### config.mk
export PLATFORM = sky130hd
export DESIGN_NAME = priority_decoder
export DESIGN_NICKNAME = d
export VERILOG_FILES = /design/src/rtl/priority_decoder.sv
export SDC_FILE = /design/constraint.sdc
export NUM_CORES = 1
export LEC_CHECK = 0
export ABC_AREA = 1
export BUFFER_PORTS_ARGS = -buffer_cell sky130_fd_sc_hd__buf_2
export CORE_ASPECT_RATIO = 1.5
export CORE_MARGIN = 5
export CORE_UTILIZATION = 55
export DETAILED_ROUTE_END_ITERATION = 16
export PLACE_DENSITY_LB_ADDON = 0.25
export SLEW_MARGIN = 40
export SYNTH_ARGS = -nofsm -noshare
export SYNTH_HDL_FRONTEND = slang
export SYNTH_SLANG_ARGS = --single-unit
export TNS_END_PERCENT = 20
### constraint.sdc
create_clock -name clk -period 2.85 [get_ports clk]
set_clock_uncertainty 0.15 [all_clocks]
set_input_delay 0.1425 -clock clk [delete_from_list [all_inputs] [get_ports clk]]
set_output_delay 0.1425 -clock clk [all_outputs]
set_load 0.005 [all_outputs]
### src/rtl/priority_decoder.sv
// Priority decoder: turns {code, V} words from the 8-to-3 priority encoder into one-hot words
// through a 2-entry valid/ready elastic buffer. Define DEC_NONE_STATS_EN to add the none_cnt port.
module priority_decoder #(
   parameter int unsigned CODE_W = 3,
   parameter int unsigned N_OUT  = 8
) (
   input  logic              clk,
   input  logic              rst,
   input  logic              in_valid,
   output logic              in_ready,
   input  logic [CODE_W-1:0] in_code,
   input  logic              in_v,
   output logic              out_valid,
   input  logic              out_ready,
   output logic [N_OUT-1:0]  out_onehot,
   output logic              out_none
`ifdef DEC_NONE_STATS_EN
   ,
   output logic [7:0]        none_cnt
`endif
);

   localparam int unsigned ENTRY_W = N_OUT + 1;

   localparam logic [1:0] ST_EMPTY = 2'd0;
   localparam logic [1:0] ST_ONE   = 2'd1;
   localparam logic [1:0] ST_FULL  = 2'd2;

   generate
      if (N_OUT != (2 ** CODE_W)) begin : g_bad_width
         $error("priority_decoder: N_OUT must equal 2**CODE_W");
      end
   endgenerate

   logic [1:0]         state_q;
   logic [1:0]         state_d;
   logic               head_q;
   logic               tail_q;
   logic [ENTRY_W-1:0] mem_q [2];
   logic [ENTRY_W-1:0] entry_c;
   logic [N_OUT-1:0]   dec_c;
   logic               push_c;
   logic               pop_c;

   // Decode by comparison so an unknown code with V=0 still yields an all-zero word.
   always_comb begin
      dec_c = '0;
      for (int unsigned i = 0; i < N_OUT; i++) begin
         if (in_v && (in_code == CODE_W'(i))) begin
            dec_c[i] = 1'b1;
         end
      end
      entry_c = {dec_c, ~in_v};
   end

   // Handshakes and outputs are decoded from occupancy only; no path from out_ready to in_ready.
   always_comb begin
      in_ready  = ~rst & (state_q != ST_FULL);
      out_valid = (state_q != ST_EMPTY);
      push_c    = in_valid & in_ready;
      pop_c     = out_valid & out_ready;
      {out_onehot, out_none} = '0;
      if (out_valid) begin
         {out_onehot, out_none} = mem_q[head_q];
      end
   end

   always_comb begin
      state_d = state_q;
      case (state_q)
         ST_EMPTY: begin
            if (push_c) state_d = ST_ONE;
         end
         ST_ONE: begin
            if (push_c && !pop_c)      state_d = ST_FULL;
            else if (pop_c && !push_c) state_d = ST_EMPTY;
         end
         ST_FULL: begin
            if (pop_c) state_d = ST_ONE;
         end
         default: state_d = ST_EMPTY;
      endcase
   end

   always_ff @(posedge clk or posedge rst) begin
      if (rst) begin
         state_q  <= ST_EMPTY;
         head_q   <= 1'b0;
         tail_q   <= 1'b0;
         mem_q[0] <= '0;
         mem_q[1] <= '0;
      end else begin
         state_q <= state_d;
         if (push_c) begin
            mem_q[tail_q] <= entry_c;
            tail_q        <= ~tail_q;
         end
         if (pop_c) begin
            head_q <= ~head_q;
         end
      end
   end

`ifdef DEC_NONE_STATS_EN
   // Saturating count of accepted words that carried V=0; pops leave it alone.
   always_ff @(posedge clk or posedge rst) begin
      if (rst) begin
         none_cnt <= 8'd0;
      end else if (push_c && !in_v && (none_cnt != 8'hFF)) begin
         none_cnt <= none_cnt + 8'd1;
      end
   end
`endif

endmodule

=== After elaboration in Yosys (flattened, before gate mapping) ===
Index checks and enable logic that the tools add are counted.

* Order comparisons: 3
* Equality and inequality tests: 13
* Multiplexer cells: 21
* Bitwise logic cells: 9
* Reduce and logical (&&, ||, !) cells: 17

{| class="wikitable"
|+ Operator list
! cell !! count
|-
| $mux W9 || 4
|-
| $bwmux W18 || 1
|-
| $eq A3 B3 Y1 const B || 4
|-
| $logic_and A1 B1 Y1 || 11
|-
| $demux W9 S1 || 1
|-
| $mux W1 || 9
|-
| $mux W2 || 4
|-
| $mux W8 || 1
|-
| $eq A3 B2 Y1 const B || 2
|-
| $ne A2 B2 Y1 const B || 3
|-
| $pmux W2 S3 || 1
|-
| $ge A2 B2 Y1 const B || 2
|-
| $not A1 Y1 || 4
|-
| $not A1 Y2 || 2
|-
| $and A1 B1 Y1 || 3
|-
| $eq A3 B1 Y1 const B || 1
|-
| $logic_not A3 Y1 || 1
|-
| $ne A3 B3 Y1 const B || 1
|-
| $reduce_and A3 Y1 || 1
|-
| $eq A2 B1 Y1 const B || 1
|-
| $eq A2 B2 Y1 const B || 1
|-
| $logic_not A1 Y1 || 2
|-
| $logic_not A2 Y1 || 1
|-
| $lt A2 B1 Y1 const B || 1
|-
| $reduce_bool A2 Y1 || 1
|}

* Flip-flop bits (word level): 22
* Output and inout bits: 11
* Word-level logic and storage cells: 68

=== Logic depth before layout (Yosys ltp) ===
Gate-level depths: netlist of the first run.

* Word-level depth: 8
* Mapped depth: 10

=== Least setup slack after synthesis of the first run ===
No wires, ideal clock.

* Path kind: input to register
* Start: input port rst
* End: register state_q[1]
* Setup time: 0.066 ns
* Arrival time: 1.567 ns
* Data required time: 2.634 ns
* Slack: 1.067 ns
* Stages: 9
* Cells stage by stage: inv_1 nand3_1 inv_1 ha_1 nand3_1 nand2_1 inv_1 nand3_1 nand2_1

* Word-level cells in the longest chain between the ends: 7

{| class="wikitable"
|+ RTL lines
! what !! line !! source
|-
| start: declaration || 8 || <nowiki>input logic rst,</nowiki>
|-
| $not A1 Y1 * || 58 || <nowiki>in_ready = ~rst & (state_q != ST_FULL);</nowiki>
|-
| $and A1 B1 Y1 * || 58 ||
|-
| $and A1 B1 Y1 * || 60 || <nowiki>push_c = in_valid & in_ready;</nowiki>
|-
| net push_c || 42 || <nowiki>logic push_c;</nowiki>
|-
| $logic_not A1 Y1 || 76 || <nowiki>else if (pop_c && !push_c) state_d = ST_EMPTY;</nowiki>
|-
| $logic_and A1 B1 Y1 || 76 ||
|-
| $ne A3 B3 Y1 (no line) || n/a ||
|-
| $reduce_and A3 Y1 (no line) || n/a ||
|-
| end signal: assignment || 93 || <nowiki>state_q <= state_d;</nowiki>
|-
| end: declaration || 35 || <nowiki>logic [1:0] state_q;</nowiki>
|}

The timed path passes the listed nets; every way through them passes the cells marked *.
A chain may end at the register's enable or synchronous reset.

=== Final worst setup path of the first run ===
* Start: register head_q
* End: output port out_onehot[1]

* Word-level cells in the longest chain between the ends: 5

{| class="wikitable"
|+ RTL lines
! what !! line !! source
|-
| start: declaration || 37 || <nowiki>logic head_q;</nowiki>
|-
| start signal: assignment || 99 || <nowiki>head_q <= ~head_q;</nowiki>
|-
| $not A1 Y2 (not written as such) || 64 || <nowiki>{out_onehot, out_none} = mem_q[head_q];</nowiki>
|-
| $mux W9 (not written as such) (3 in a row) || 64 ||
|-
| $mux W8 || 63 || <nowiki>if (out_valid) begin</nowiki>
|-
| end: declaration || 15 || <nowiki>output logic [N_OUT-1:0] out_onehot,</nowiki>
|}

Every way passes these cells. The select of a mux whose other input is x is not followed.

==> results by group, run 1 <==
Logic synthesis
  – Flops & latches, synth: 22
  – Mapped cell area: 1170 µm²
  – Syn_area_per_cell: 8.53 µm²
  – Syn Inst Count: 137
  – Ys Warns: 0
  – Sequential share of the synthesized area: 47.1%
  – Post-Syn Nets: 146
  – Cell variety after synth: 16

Routing
  – Avg WL per Cell: 13.2 µm
  – Initial DRC count: 30
  – Vias: 969
  – DR DRC count: 0
  – Antenna-violating nets left: 0
  – Vias per Instance: 5.32
  – Drt pass-1 iters: 4
  – Post-Route WL: 2400 µm

Layout
  – Layout cells sized above 1: 29.4%
  – Synth-to-Final Area Change: 15.6%
  – Multi-input logic area: 533 µm²
  – Ant. Diodes: 0
  – FF+latch area: 551 µm²
  – Fill count: 183
  – Final instance area: 1350 µm²
  – Final nets: 170

Floorplanning
  – Die W: 47.6 µm
  – # IOs: 19
  – Core Box Area: 2030 µm²
  – Initial Util: 57.7%
  – Die area: 3170 µm²
  – # rows: 20
  – Die height: 66.5 µm

CTS
  – Postcts setup bufs: 0
  – Number of buffers created by CTS: 3
  – Clock root buffer: clkbuf_4
  – Post-CTS Resized: 0
  – CTS tree: done
  – Clock transition at path regs: 130 ps
  – Htree depth: 1
  – Clock Latency Late Sink: 320 ps
  – Hold Buf Count CTS: 3
  – CTS max path bufs: 2
  – Clock Sink Count: 22

Min path
  – Worst hold path endpoint: mem_q[15]
  – HP Start: in_code[1]
  – Hold Crit Class: in -> reg
  – Worst Hold Depth: 4

Setup path
  – R2r setup slk: 1050 ps
  – Reg2Reg Depth: 10
  – Critical Path RT: 2560 ps
  – Critical Path, Cell by Cell: clkinv_1 > nand2_1 > a21oi_1 > buf_2
  – Crit path capture type: output pin
  – Worst-path maximum fanout: 10
  – Critical Path AT: 1680 ps
  – Kind of critical path: reg -> out
  – Max stage delay cell, worst path: dfrtp_1
  – R2r startpoint: state_q[1]
  – Setup crit start: head_q
  – Top delay family on crit path: flip-flops
  – CP bufs+invs: 2
  – CP Launch Type: register
  – Critical path's largest stage delay: 600 ps
  – Worst reg2reg path endpoint: state_q[1]

Global routing
  – Busiest grt layer: met2
  – Largest net degree at the start of global routing: 20
  – Met2 usage: 31.5%
  – Vias in the first global route: 976
  – Initial antenna violation count: 0
  – M3 GR Usage: 1.62%
  – Total grt overflow: 0
  – First-pass GRT wire length: 4090 µm
  – GRT met1 Usage: 20.8%
  – Tot GR Track Use: 17.9%

Timing
  – Fin. max-slew vios: 0
  – Fmax: 507 MHz
  – Fin Setup TNS: 0 ps
  – RSZ-0062 raised after global routing: false
  – Relative slew slack: 69.5%
  – Tcrit/Tclk final: 69.2%
  – Crit path time final: 1970 ps
  – Final hold violation count: 0
  – Worst-Margin Slew: 457 ps
  – Final setup margin: 879 ps
  – # setup viols final: 0

Pwr
  – Net Sw Frac: 36.9%
  – Combinational share of power: 32.2%
  – Pwr dens: 743 nW/µm²
  – Sw power: 370 µW
  – Clock power share: 24.0%
  – Pleak: 0.000681 µW
  – Sequential Power Share: 43.8%
  – Pint: 633 µW
  – Total power: 1000 µW
  – Peak VDD IR: 561 µV

Place
  – Final HPWL DP: 1740 µm
  – Area after DPL: 1270 µm²
  – Pre-CTS setup slack: 1100 ps
  – Port bufs: 18
  – Placer congestion estimate: 0.801

Status
  – Status: completed

Job
  – Max Cap Viol: 0
[cell type report]
class                           instances  share of cell area (%)
Clock buffer                            3                    1.67
Clock inverter                          1                    2.22
Inverter                               14                    3.89
Multi-Input combinational cell         97                    39.4
Sequential cell                        22                    40.7
Tap cell                               22                    2.04
Timing Repair Buffer                   23                    10.0
[power by group through the flow]
stage                     Clock [µW]  Sequential, µW  Combinational, µW
after floorplan                    0             412                252
final                            241             440                323
after global placement             0             442                311
after global routing             252             448                363
after CTS                        243             440                326
after detailed placement           0             446                321
[state kept, by name, indices dropped and copies added (netlist names)]
register  cells
head_q        1
mem_q        18
state_q       2
tail_q        1
[cells in the mapped netlist]
master	n	share of area, %
a21oi_1	10	4.3
and3_2	1	0.64
buf_2	2	0.86
buf_6	2	1.9
clkinv_1	1	0.32
dfrtp_1	22	47
ha_1	1	1.1
inv_1	12	3.9
inv_2	1	0.32
nand2_1	53	17
nand2_4	1	0.96
nand3_1	5	2.1
nand4_4	2	3.6
nor2_1	5	1.6
o21ai_2	18	13
xor2_1	1	0.75
[layout by cell type, fill, tap and decap left out, types with 2 or more instances in the layout]
cell type,count
nand4_4,2
dlygate4sd3_1,3
nand2_1,53
nand3_1,5
clkbuf_4,3
buf_4,2
nor2_1,5
a21oi_1,10
buf_2,18
dfrtp_1,22
inv_1,12
o21ai_2,18
[worst max-delay path by stage]
stage | slack [ps] | cells after the start | end
floorplan | 1070 | 9 | state_q[1]
global placement | 1140 | 10 | state_q[1]
detailed placement | 1100 | 10 | state_q[1]
CTS | 850 | 4 | out_onehot[1]
global route | 700 | 11 | state_q[1]
finish | 880 | 4 | out_onehot[1]
[cells by family (layout without fill, tap and decap cells)]
kind of cell,Yosys count,count (layout),synth area share (%)
buffers and inverters,18,41,7.28
XOR/XNOR,1,1,0.750
AND/OR/NAND/NOR,67,67,26.0
adder cells (fa/ha/maj),1,1,1.07
flip-flops,22,22,47.1
AO/OA/AOI/OAI,28,28,17.8
[metal layers]
| metal | wire length (µm) | vias to the layer above |
|---|---|---|
| met4 | 51 | 0 |
| met5 | 0 | - |
| met2 | 1320 | 18 |
| met3 | 89 | 5 |
| met1 | 938 | 466 |
| li1 | - | 480 |
[stage by stage]
step,std cells,hold WS (ps),utilization (%)
floorplan,137,52.5,-
global placement,175,20.0,62.6
detailed placement,175,24.7,62.6
CTS,182,28.2,66.7
global route,182,56.9,66.7
finish,182,41.4,66.7
[worst register-to-register path, stage by stage, from the launching register on]
cell     delay [ps]
dfrtp_1         470
nor2_1          140
buf_4           200
inv_1            70
nand2_1         110
ha_1            240
nand3_1         100
nand2_1          60
inv_1            70
nand3_1          80
nand2_1          60
No activity file was read; power rests on OpenSTA's default activity.
==> run 2: changes to the inputs <==
--- a/config.mk
+++ b/config.mk
@@ -5,11 +5,11 @@
 export SDC_FILE = /design/constraint.sdc
 export NUM_CORES = 1
 export LEC_CHECK = 0
-export ABC_AREA = 1
+export ABC_AREA = 0
 export BUFFER_PORTS_ARGS = -buffer_cell sky130_fd_sc_hd__buf_2
 export CORE_ASPECT_RATIO = 1.5
 export CORE_MARGIN = 5
-export CORE_UTILIZATION = 55
+export CORE_UTILIZATION = 53
 export DETAILED_ROUTE_END_ITERATION = 16
 export PLACE_DENSITY_LB_ADDON = 0.25
 export SLEW_MARGIN = 40
==> constraint.sdc (replaced) <==
create_clock -name clk -period 1.9 [get_ports clk]
set_clock_uncertainty 0.15 [all_clocks]
set_input_delay 0.095 -clock clk [delete_from_list [all_inputs] [get_ports clk]]
set_output_delay 0.095 -clock clk [all_outputs]
set_load 0.005 [all_outputs]
==> run 2 against run 1 <==
Final cell count shrank 22%. Hold slack gained 49 ps. Sequential cell count stayed put. Global-route usage shrank 1.4 points. Non-clock buffer count is 1 higher. First-iteration DRC count decreased by 3.3%. Synthesized cell count fell by 31%. Sequential power rose by 63%. Critical path depth is 1 lower. Clock power down 12%.
==> results by group, run 2 <==
Status
  – Status: completed

Layout
  – Final nets: 131 (-23%)
  – Layout cells sized above 1: 35.8% (+6.5 points)
  – Most frequent cells in the layout: dfrtp_1 (22), nor2_1 (18), buf_2 (18)
  – Synth-to-Final Area Change: 17.3%
  – Ant. Diodes: 0 (unchanged)
  – Largest register by flop count: mem_q
  – Core Util, Final: 63.6% (-3.0 points)
  – Max reg flops: 18 (unchanged)
  – Largest regs: mem_q (18), state_q (2)
  – Final instance area: 1270 µm² (-5.7%)
  – Most common cell after layout, fill and taps aside: dfrtp_1

Pwr
  – Total power: 1370 µW (+36%)
  – Peak VDD IR: 529 µV (-5.8%)
  – Pleak: 0.000668 µW (-1.8%)
  – Pwr dens: 1070 nW/µm² (+44%)

Floorplanning
  – Die area: 3070 µm² (-2.9%)
  – Die height: 65.4 µm (-1.5%)
  – Initial Util: 54.3% (-3.4 points)
  – # IOs: 19 (unchanged)
  – Die W: 47.0 µm (-1.4%)
  – # rows: 20 (unchanged)
  – Core Box Area: 2000 µm² (-1.2%)

Global routing
  – Initial antenna violation count: 0 (unchanged)
  – Met2 usage: 29.9% (-1.6 points)
  – GRT met1 Usage: 19.1% (-1.7 points)
  – Vias in the first global route: 875 (-10%)
  – Largest net degree at the start of global routing: 23 (+15%)
  – First-pass GRT wire length: 3710 µm (-9.4%)
  – Tot GR Track Use: 16.6% (-1.4 points)
  – M3 GR Usage: 1.64% (+0.022 points)
  – Total grt overflow: 0 (unchanged)
  – Busiest grt layer: met2

CTS
  – Clock transition at path regs: 120 ps (about the same)
  – Postcts setup bufs: 0 (unchanged)
  – Clock Sink Count: 22 (unchanged)
  – Clock root buffer: clkbuf_4
  – Number of buffers created by CTS: 3 (unchanged)
  – Htree depth: 1 (unchanged)
  – Post-CTS Resized: 0 (unchanged)
  – CTS tree: done
  – Clock Latency Late Sink: 310 ps (about the same)
  – CTS max path bufs: 2 (unchanged)

Timing
  – Fmax: 574 MHz
  – Fin Setup TNS: 0 ps (unchanged)
  – Hold Slack: 90.8 ps (+49.4 ps)
  – Fin. max-slew vios: 0 (unchanged)
  – Worst-Margin Slew: 594 ps (+137 ps)
  – RSZ-0062 raised after global routing: false
  – Crit path time final: 1740 ps
  – Relative slew slack: 60.4% (-9.1 points)
  – Final hold violation count: 0 (unchanged)
  – # setup viols final: 0 (unchanged)
  – Tcrit/Tclk final: 91.7%

Logic synthesis
  – Most common cell in the netlist: dfrtp_1
  – Top cells by area, synth: dfrtp_1 (51%), mux2_2 (17%), mux2i_1 (11%)
  – Cell variety after synth: 19 (+3)
  – Ys Warns: 0 (unchanged)
  – Area leader, netlist: dfrtp_1
  – Mapped cell area: 1090 µm² (-7.1%)
  – Commonest cells post-synth: dfrtp_1 (22), nor2_1 (18), mux2_2 (16)
  – Syn_area_per_cell: 11.6 µm² (+35%)
  – Syn Inst Count: 94 (-31%)
  – Yosys top cell area share: 50.7% (+3.6 points)
  – Sequential share of the synthesized area: 50.7% (+3.6 points)
  – Post-Syn Nets: 103 (-29%)
  – Top FF cell, synth: dfrtp_1
  – Number of synthesized flops with an enable pin: 0 (unchanged)
  – Flops & latches, synth: 22 (unchanged)
  – Post-synth ARST share: 100% (unchanged)

Setup path
  – Critical Path RT: 1650 ps (-910 ps)
  – Crit path capture type: output pin
  – Max stage delay cell, worst path: dfrtp_1
  – Critical Path, Cell by Cell: mux2i_1 > nor2_1 > buf_2
  – Top delay family on crit path: flip-flops
  – Kind of critical path: reg -> out
  – CP Launch Type: register
  – Worst-path maximum fanout: 10 (unchanged)
  – Critical Path AT: 1500 ps (-180 ps)
  – CP bufs+invs: 1 (-1)
  – Critical path's largest stage delay: 740 ps (+140 ps)

Routing
  – Avg WL per Cell: 14.8 µm (+12%)
  – Antenna-violating nets left: 0 (unchanged)
  – Vias per Instance: 5.33 (+0.13%)
  – Drt pass-1 iters: 4 (unchanged)
  – DR DRC count: 0 (unchanged)
  – Vias: 757 (-22%)
  – Post-Route WL: 2100 µm (-12%)
  – Initial DRC count: 29 (-3.3%)

Job
  – Max Cap Viol: 0 (unchanged)

Place
  – Port bufs: 18 (unchanged)
  – Final HPWL DP: 1550 µm (-11%)
  – Area after DPL: 1220 µm² (-3.7%)
  – Placer congestion estimate: 0.767 (-4.2%)

Min path
  – Hold Crit Class: in -> reg
[run 2: tightest hold or removal path, cell delays in order]
cell and delay [ps]:
buf_2 120, nor3_1 60, mux2_2 250
[run 2: worst paths after layout]
| kind | from | end | slack, ps | cells after the start |
|---|---|---|---|---|
| max | head_q | out_onehot[1] | 160 | 3 |
| min | in_code[1] | mem_q[5] | 90 | 3 |
| max reg2reg | state_q[1] | state_q[1] | 240 | 5 |
| min reg2reg | mem_q[11] | mem_q[11] | 370 | 1 |
| max in group asynchronous | rst | mem_q[17] | 1140 | 4 |
| min in group asynchronous | rst | state_q[1] | 230 | 4 |
[run 2: cell families (layout without fill, tap and decap cells)]
family          count (synthesis)  count (layout)  synth area share (%)
mux                            28              28                  27.6
compound gates                  3               3                  1.50
fa+ha+maj                       1               1                  1.15
simple gates                   33              33                  15.6
buf+inv                         5              31                  1.84
xor+xnor                        2               2                  1.61
flops                          22              22                  50.7
[run 2: metal layers]
| metal | share of wire, % | wire [µm] |
|---|---|---|
| met5 | 0 | 0 |
| met4 | 1.3 | 27 |
| met3 | 3.1 | 66 |
| met2 | 55 | 1150 |
| met1 | 41 | 856 |
[run 2: report_power, final]
part	internal [µW]	switching, µW
Clock	74.1	137
Combinational	245	194
Sequential	579	137
Total	897	468
[run 2: layout make-up]
cell class	instances	area (µm²)
Clock buffer	3	22.5
Fill cell	181	728
Inverter	4	15.0
Multi-Input combinational cell	67	515
Sequential cell	22	551
Tap cell	22	27.5
Timing Repair Buffer	24	143
[run 2: timing repair]
action                                  4_1_cts  5_1_grt
endpoints found under the setup margin        0        0
hold buffers                                  3        0
hold endpoints to repair                     27        0
[run 2: metrics by stage]
stage	setup slack (ps)	std cells
2_1_floorplan	334	94
3_3_place_gp	317	136
3_5_place_dp	257	136
4_1_cts	169	142
5_1_grt	56.2	142
6_report	158	142
